### src/rtl/shuffle_sequencer.sv
// Game-phase controller for the puzzle board.
// A Scramble press issues RandNum pseudo-random moves over a valid/ack
// handshake, then hands the board to the player and latches when the
// player's board reports solved. Every output is a register.
module shuffle_sequencer #(
    parameter int unsigned  RandNum   = 31,
    parameter logic [7:0]   LFSR_SEED = 8'hA5,
    localparam int unsigned MLW       = (RandNum < 1) ? 1 : $clog2(RandNum + 1)
) (
    input  logic           clk,
    input  logic           reset,
    input  logic           ScrambleButton,
    input  logic           move_ack,
    input  logic           puzzle_solved,
    output logic           move_valid,
    output logic [1:0]     move_dir,
    output logic [MLW-1:0] moves_left,
    output logic           mix_state,
    output logic           NoBuzz,
    output logic           solved
);

    typedef enum logic [1:0] {
        S_IDLE    = 2'd0,
        S_SHUFFLE = 2'd1,
        S_SOLVE   = 2'd2,
        S_SOLVED  = 2'd3
    } state_t;

    state_t         r_state;
    logic [7:0]     r_lfsr;
    logic           r_btn_q;
    logic           r_prev_valid;
    logic [1:0]     r_prev_dir;
    logic           r_solve_armed;
    logic           r_move_valid;
    logic [1:0]     r_move_dir;
    logic [MLW-1:0] r_moves_left;
    logic           r_mix_state;
    logic           r_no_buzz;
    logic           r_solved;

    state_t         w_state_nxt;
    logic           w_prev_valid_nxt;
    logic [1:0]     w_prev_dir_nxt;
    logic           w_solve_armed_nxt;
    logic           w_move_valid_nxt;
    logic [1:0]     w_move_dir_nxt;
    logic [MLW-1:0] w_moves_left_nxt;
    logic           w_solved_nxt;
    logic           w_mix_nxt;

    logic           w_press;
    logic           w_start;
    logic           w_lfsr_fb;
    logic [1:0]     w_candidate;
    logic [1:0]     w_dir_pick;

    // Rising edge of the (already debounced) button level.
    assign w_press     = ScrambleButton & ~r_btn_q;
    // A press starts a new scramble from any phase except an active shuffle.
    assign w_start     = w_press & (r_state != S_SHUFFLE);
    // Fibonacci feedback, taps 8,6,5,4 (1-based from the LSB).
    assign w_lfsr_fb   = r_lfsr[7] ^ r_lfsr[5] ^ r_lfsr[4] ^ r_lfsr[3];
    assign w_candidate = r_lfsr[1:0];
    // Never undo the previous move: an opposite candidate is swapped onto the other axis.
    assign w_dir_pick  = (r_prev_valid && (w_candidate == (r_prev_dir ^ 2'b01)))
                         ? (w_candidate ^ 2'b10) : w_candidate;

    // Next-state and next-output logic for the phase FSM.
    always_comb begin
        // NOTE: every variable gets a default first so no branch can infer a latch.
        w_state_nxt       = r_state;
        w_prev_valid_nxt  = r_prev_valid;
        w_prev_dir_nxt    = r_prev_dir;
        w_solve_armed_nxt = r_solve_armed;
        w_move_valid_nxt  = r_move_valid;
        w_move_dir_nxt    = r_move_dir;
        w_moves_left_nxt  = r_moves_left;
        w_solved_nxt      = r_solved;

        case (r_state)
            S_SHUFFLE: begin
                if (r_move_valid) begin
                    if (move_ack) begin
                        w_move_valid_nxt = 1'b0;
                        w_moves_left_nxt = r_moves_left - MLW'(1);
                        w_prev_dir_nxt   = r_move_dir;
                        w_prev_valid_nxt = 1'b1;
                        if (r_moves_left == MLW'(1)) begin
                            w_state_nxt       = S_SOLVE;
                            w_solve_armed_nxt = 1'b0;
                        end
                    end
                end else begin
                    // The idle cycle between moves: present the next one.
                    w_move_dir_nxt   = w_dir_pick;
                    w_move_valid_nxt = 1'b1;
                end
            end
            S_SOLVE: begin
                // The entry cycle only arms the solved detector.
                w_solve_armed_nxt = 1'b1;
                if (r_solve_armed && puzzle_solved) begin
                    w_state_nxt  = S_SOLVED;
                    w_solved_nxt = 1'b1;
                end
            end
            default: begin
            end
        endcase

        // A press overrides whatever the current phase decided.
        if (w_start) begin
            w_solved_nxt      = 1'b0;
            w_move_valid_nxt  = 1'b0;
            w_prev_valid_nxt  = 1'b0;
            w_solve_armed_nxt = 1'b0;
            if (RandNum == 0) begin
                w_state_nxt      = S_SOLVE;
                w_moves_left_nxt = '0;
            end else begin
                w_state_nxt      = S_SHUFFLE;
                w_moves_left_nxt = MLW'(RandNum);
            end
        end

        w_mix_nxt = (w_state_nxt == S_SOLVE);
    end

    // State, LFSR, button history and registered outputs.
    always_ff @(posedge clk or posedge reset) begin
        if (reset) begin
            r_state       <= S_IDLE;
            r_lfsr        <= LFSR_SEED;
            r_btn_q       <= 1'b0;
            r_prev_valid  <= 1'b0;
            r_prev_dir    <= 2'd0;
            r_solve_armed <= 1'b0;
            r_move_valid  <= 1'b0;
            r_move_dir    <= 2'd0;
            r_moves_left  <= '0;
            r_mix_state   <= 1'b0;
            r_no_buzz     <= 1'b1;
            r_solved      <= 1'b0;
        end else begin
            // NOTE: non-blocking assignments so every register samples pre-edge values.
            r_state       <= w_state_nxt;
            r_lfsr        <= {r_lfsr[6:0], w_lfsr_fb};
            r_btn_q       <= ScrambleButton;
            r_prev_valid  <= w_prev_valid_nxt;
            r_prev_dir    <= w_prev_dir_nxt;
            r_solve_armed <= w_solve_armed_nxt;
            r_move_valid  <= w_move_valid_nxt;
            r_move_dir    <= w_move_dir_nxt;
            r_moves_left  <= w_moves_left_nxt;
            r_mix_state   <= w_mix_nxt;
            r_no_buzz     <= ~w_mix_nxt;
            r_solved      <= w_solved_nxt;
        end
    end

    assign move_valid = r_move_valid;
    assign move_dir   = r_move_dir;
    assign moves_left = r_moves_left;
    assign mix_state  = r_mix_state;
    assign NoBuzz     = r_no_buzz;
    assign solved     = r_solved;

endmodule

### config.mk
export PLATFORM = sky130hd
export DESIGN_NAME = shuffle_sequencer
export DESIGN_NICKNAME = d
export VERILOG_FILES = /design/src/rtl/shuffle_sequencer.sv
export SDC_FILE = /design/constraint.sdc
export NUM_CORES = 1
export LEC_CHECK = 0
export CORE_MARGIN = 2
export CORE_UTILIZATION = 45
export CTS_CLUSTER_DIAMETER = 80
export DETAILED_ROUTE_END_ITERATION = 8
export MAX_ROUTING_LAYER = met4
export PLACE_DENSITY = 0.75
export REMOVE_ABC_BUFFERS = 1
export SETUP_SLACK_MARGIN = 0.5
export SLEW_MARGIN = 40
export SYNTH_ARGS = -nofsm -noshare
export SYNTH_HDL_FRONTEND = slang
export SYNTH_SLANG_ARGS = --single-unit
### constraint.sdc
create_clock -name clk -period 1.4 [get_ports clk]
set_input_delay 0.14 -clock clk [delete_from_list [all_inputs] [get_ports clk]]
set_output_delay 0.14 -clock clk [all_outputs]
set_load 0.01 [all_outputs]
==> results of run 1 <==
[stage by stage]
stage	total power, W	TNS (ps)	setup slack, ps	utilization, %
6_report	0.00156	-1850	-289	74.1
5_1_grt	0.00163	-2380	-350	74.1
4_1_cts	0.00146	-727	-159	68.0
3_5_place_dp	0.00105	-1690	-273	58.7
3_3_place_gp	0.00104	-1070	-205	58.7
2_1_floorplan	0.000925	-1090	-161	-
[power breakdown]
part / leakage, nW / internal, W / switching [W]
clock: 0.0150 / 0.000111 / 0.000213
sequential: 0.311 / 0.000785 / 0.0000289
combinational: 0.586 / 0.000226 / 0.000195
[final cells by class]
type                       instances  area, sq um
timing repair buffer              50          452
sequential                        26          662
multi-input combinational         64          607
clock buffer                       4         26.3
tap                               30         37.5
fill                             148          637
inverter                           9         33.8
[routing by layer]
layer	up-vias	global-route usage [%]	routed length, microns
met1	449	24.2	1350
li1	448	-	-
met2	33	36.3	1640
met3	8	5.46	130
met4	0	5.83	52
met5	-	-	0
[registers in the layout, indices dropped and copies added, names as in the netlist]
signal / flops
r_lfsr: 8
moves_left: 5
move_dir: 2
r_prev_dir: 2
r_state: 2
NoBuzz: 1
mix_state: 1
move_valid: 1
r_btn_q: 1
r_prev_valid: 1
r_solve_armed: 1
solved: 1
[cells in the mapped netlist]
master    instances  area, sq um
or3b_1            1         8.76
xor2_1            2         17.5
o221a_1           1         11.3
buf_4             1         7.51
nor2_1            8         30.0
clkbuf_1          1         3.75
a21oi_1           6         30.0
o21a_1            2         15.0
a31oi_1           1         6.26
nor3b_4           1         18.8
xnor2_1           4         35.0
and3_1            1         6.26
o221ai_1          1         8.76
dfrtp_1          21          526
and3_2            1         7.51
nor4_1            1         6.26
buf_2             1         5.00
ha_1              5         62.6
nand3_2           1         10.0
nor4b_2           1         15.0
nand4b_2          1         15.0
and3b_1           1         8.76
mux2_2            1         11.3
nand2b_2          1         8.76
nand2_1          12         45.0
nor3_4            1         16.3
o21ai_0           6         30.0
dfstp_2           5          131
mux2i_1           2         20.0
inv_1             9         33.8
o22ai_1           2         12.5
[worst register-to-register path, cell delays in order, from the launching register on]
cell and delay (ps):
dfrtp_2 480, buf_12 140, ha_4 180, o21ai_0 220, nand2_1 90, o21a_1 210, o221a_1 270
[cell families after synthesis]
| group | after synthesis | synth area share [%] |
|---|---|---|
| AOI/OAI and AO/OA | 19 | 9.79 |
| xor gates and xnor gates | 6 | 4.52 |
| adders and majority gates | 5 | 5.38 |
| buffers and inverters | 12 | 4.30 |
| DFF | 26 | 56.5 |
| muxes | 3 | 2.69 |
| and+or+nand+nor | 31 | 16.9 |
[worst paths after layout]
| kind | startpoint | end | slack (ps) | cells after the start |
|---|---|---|---|---|
| setup / recovery | r_state[0] | mix_state | -290 | 6 |
| hold / removal | reset | mix_state | 150 | 3 |
| setup reg to reg | r_state[0] | mix_state | -290 | 6 |
| hold reg to reg | r_lfsr[6] | r_lfsr[7] | 370 | 0 |
| max in group asynchronous | reset | r_lfsr[2] | 920 | 3 |
| min in group clk | r_lfsr[6] | r_lfsr[7] | 370 | 0 |
[layout by cell type, fill, tap and decap left out, drive strengths merged]
master / n
dfrtp: 21
dfstp: 5
nor4b: 1
a21oi: 6
mux2: 1
nand2: 12
or3b: 1
xor2: 2
nor2: 8
o22ai: 2
nor4: 1
nand4b: 1
nor3: 1
o221a: 1
mux2i: 2
inv: 9
clkbuf: 4
nand2b: 1
o21a: 2
nor3b: 1
and3b: 1
ha: 5
o221ai: 1
and3: 2
buf: 46
nand3: 1
clkdlybuf4s50: 4
xnor2: 4
o21ai: 6
a31oi: 1
[repair_timing]
item                                    4_1_cts  5_1_grt
endpoints found under the hold margin         0        0
endpoints found under the setup margin       29       29
gates resized for setup                      73       30
buffers inserted                             16        5
pin swaps                                     6        8
==> impl_metrics.csv, run 1 <==
group,metric,value,unit
detailed_routing,drtIter0Drc,21,
critical_path,arrival,1910,ps
cells_and_area,antenna_cells,0,
placement,routabilityCongestion,0.864,
sta,tightest_slew,333,ps
global_routing,grt_pass1_vias,910,
clocking,ctsHoldBuffers,0,
synth,synth_cells,102,
global_routing,grt_max_degree,27,
critical_path,slowest_delay,480,ps
floorplanning,core,0.00245,sq mm
synth,synth-seq-cells,26,
clocking,cts_root_buf,"clkbuf_4",
detailed_routing,drt_pass1_iterations,4,
clocking,h-tree-depth,1,
pwr,powerDensity,858,mW/mm^2
sta,fmax,592,MHz
sta,min_period,1690,ps
floorplanning,die_h,54.9,microns
detailed_routing,vias_per_cell,5.13,
cells_and_area,area_delta_synth_final,56.2,%
synth,synth.avg_cell_area,11.4,sq um
synth,syn-cell-area,0.00116,sq mm
placement,placed_cell_area,0.00144,sq mm
pwr,p_leak,0.912,nW
detailed_routing,totalWireLength,3.17,mm
global_routing,grt_overflow_total,0,
synth,yosysSeqAreaShare,56.5,%
sta,setup-violations-final,14,
global_routing,track_usage,21.1,%
cells_and_area,nets,164,
cells_and_area,final_cell_count_no_fill,183,
critical_path,critPathBufInv,1,
sta,max_slew_margin,77.8,%
clocking,cts_buffers,3,
floorplanning,dieArea,0.00301,sq mm
run_status,status,"finished, violations left",
detailed_routing,final_antenna_net_count,0,
critical_path,critPathKind,"reg2reg",
clocking,clk_pin_slew,150,ps
sta,finalMaxSlewViolations,0,
placement,portBuffers,15,
sta,whs,155,ps
critical_path,end_kind,"flip-flop",
critical_path,worstPathRequired,1630,ps
clocking,cts_sinks,26,
sta,fin_ws,-289,ps
run_status,violations,"negative setup slack",
sta,grt_setup_unrepaired,"true",
cells_and_area,drive_above_1_share,58.2,%
floorplanning,initial_core_util,47.4,%
pwr,irDropWorstVdd,0.000677,V
critical_path,critPathTopFamily,"compound AO/OA/AOI/OAI gates",
synth,synth_cell_types,31,
detailed_routing,avgRoutedWirePerCell,17.3,microns
run,cap_violations,0,
sta,clock-skew-final,22.3,ps
critical_path,crit_path_start_kind,"flip-flop",
placement,hpwl,1.57,mm
placement,place_inst,158,
critical_path,crit_chain,"buf_12 > ha_4 > o21ai_0 > nand2_1 > o21a_1 > o221a_1",
critical_path,worst_path_max_delay_cell,"dfrtp_2",
global_routing,grt_pass1_wl,4.19,mm
global_routing,antenna_found_initial,0,
worst_hold_path,hold_class,"in2async",
floorplanning,core.rowCount,18,
clocking,cts_tree,"done",
detailed_routing,num_vias,938,
clocking,clockBufferDepth,2,
sta,hold_viol,0,
floorplanning,dieWidth,54.9,microns
synth,ys_warn_count,0,
clocking,clk_latency,330,ps
floorplanning,ios,16,
cells_and_area,fin_area,0.00182,sq mm
critical_path,cp_max_fo,8,
sta,min_period_over_period,121,%
detailed_routing,route.detailed.drc,0,
Note: power is estimated with default switching activity, not from simulation.
==> inputs of run 2 (changes only) <==
- SLEW_MARGIN: 40 -> not set
==> results of run 2 <==
Same layout as run 1: the final DEF is identical, and so are final timing and power.
==> inputs of run 3 (changes only) <==
- CTS_CLUSTER_SIZE: not set -> 10
==> results of run 3 <==
Same layout as run 1: the final DEF is identical, and so are final timing and power.
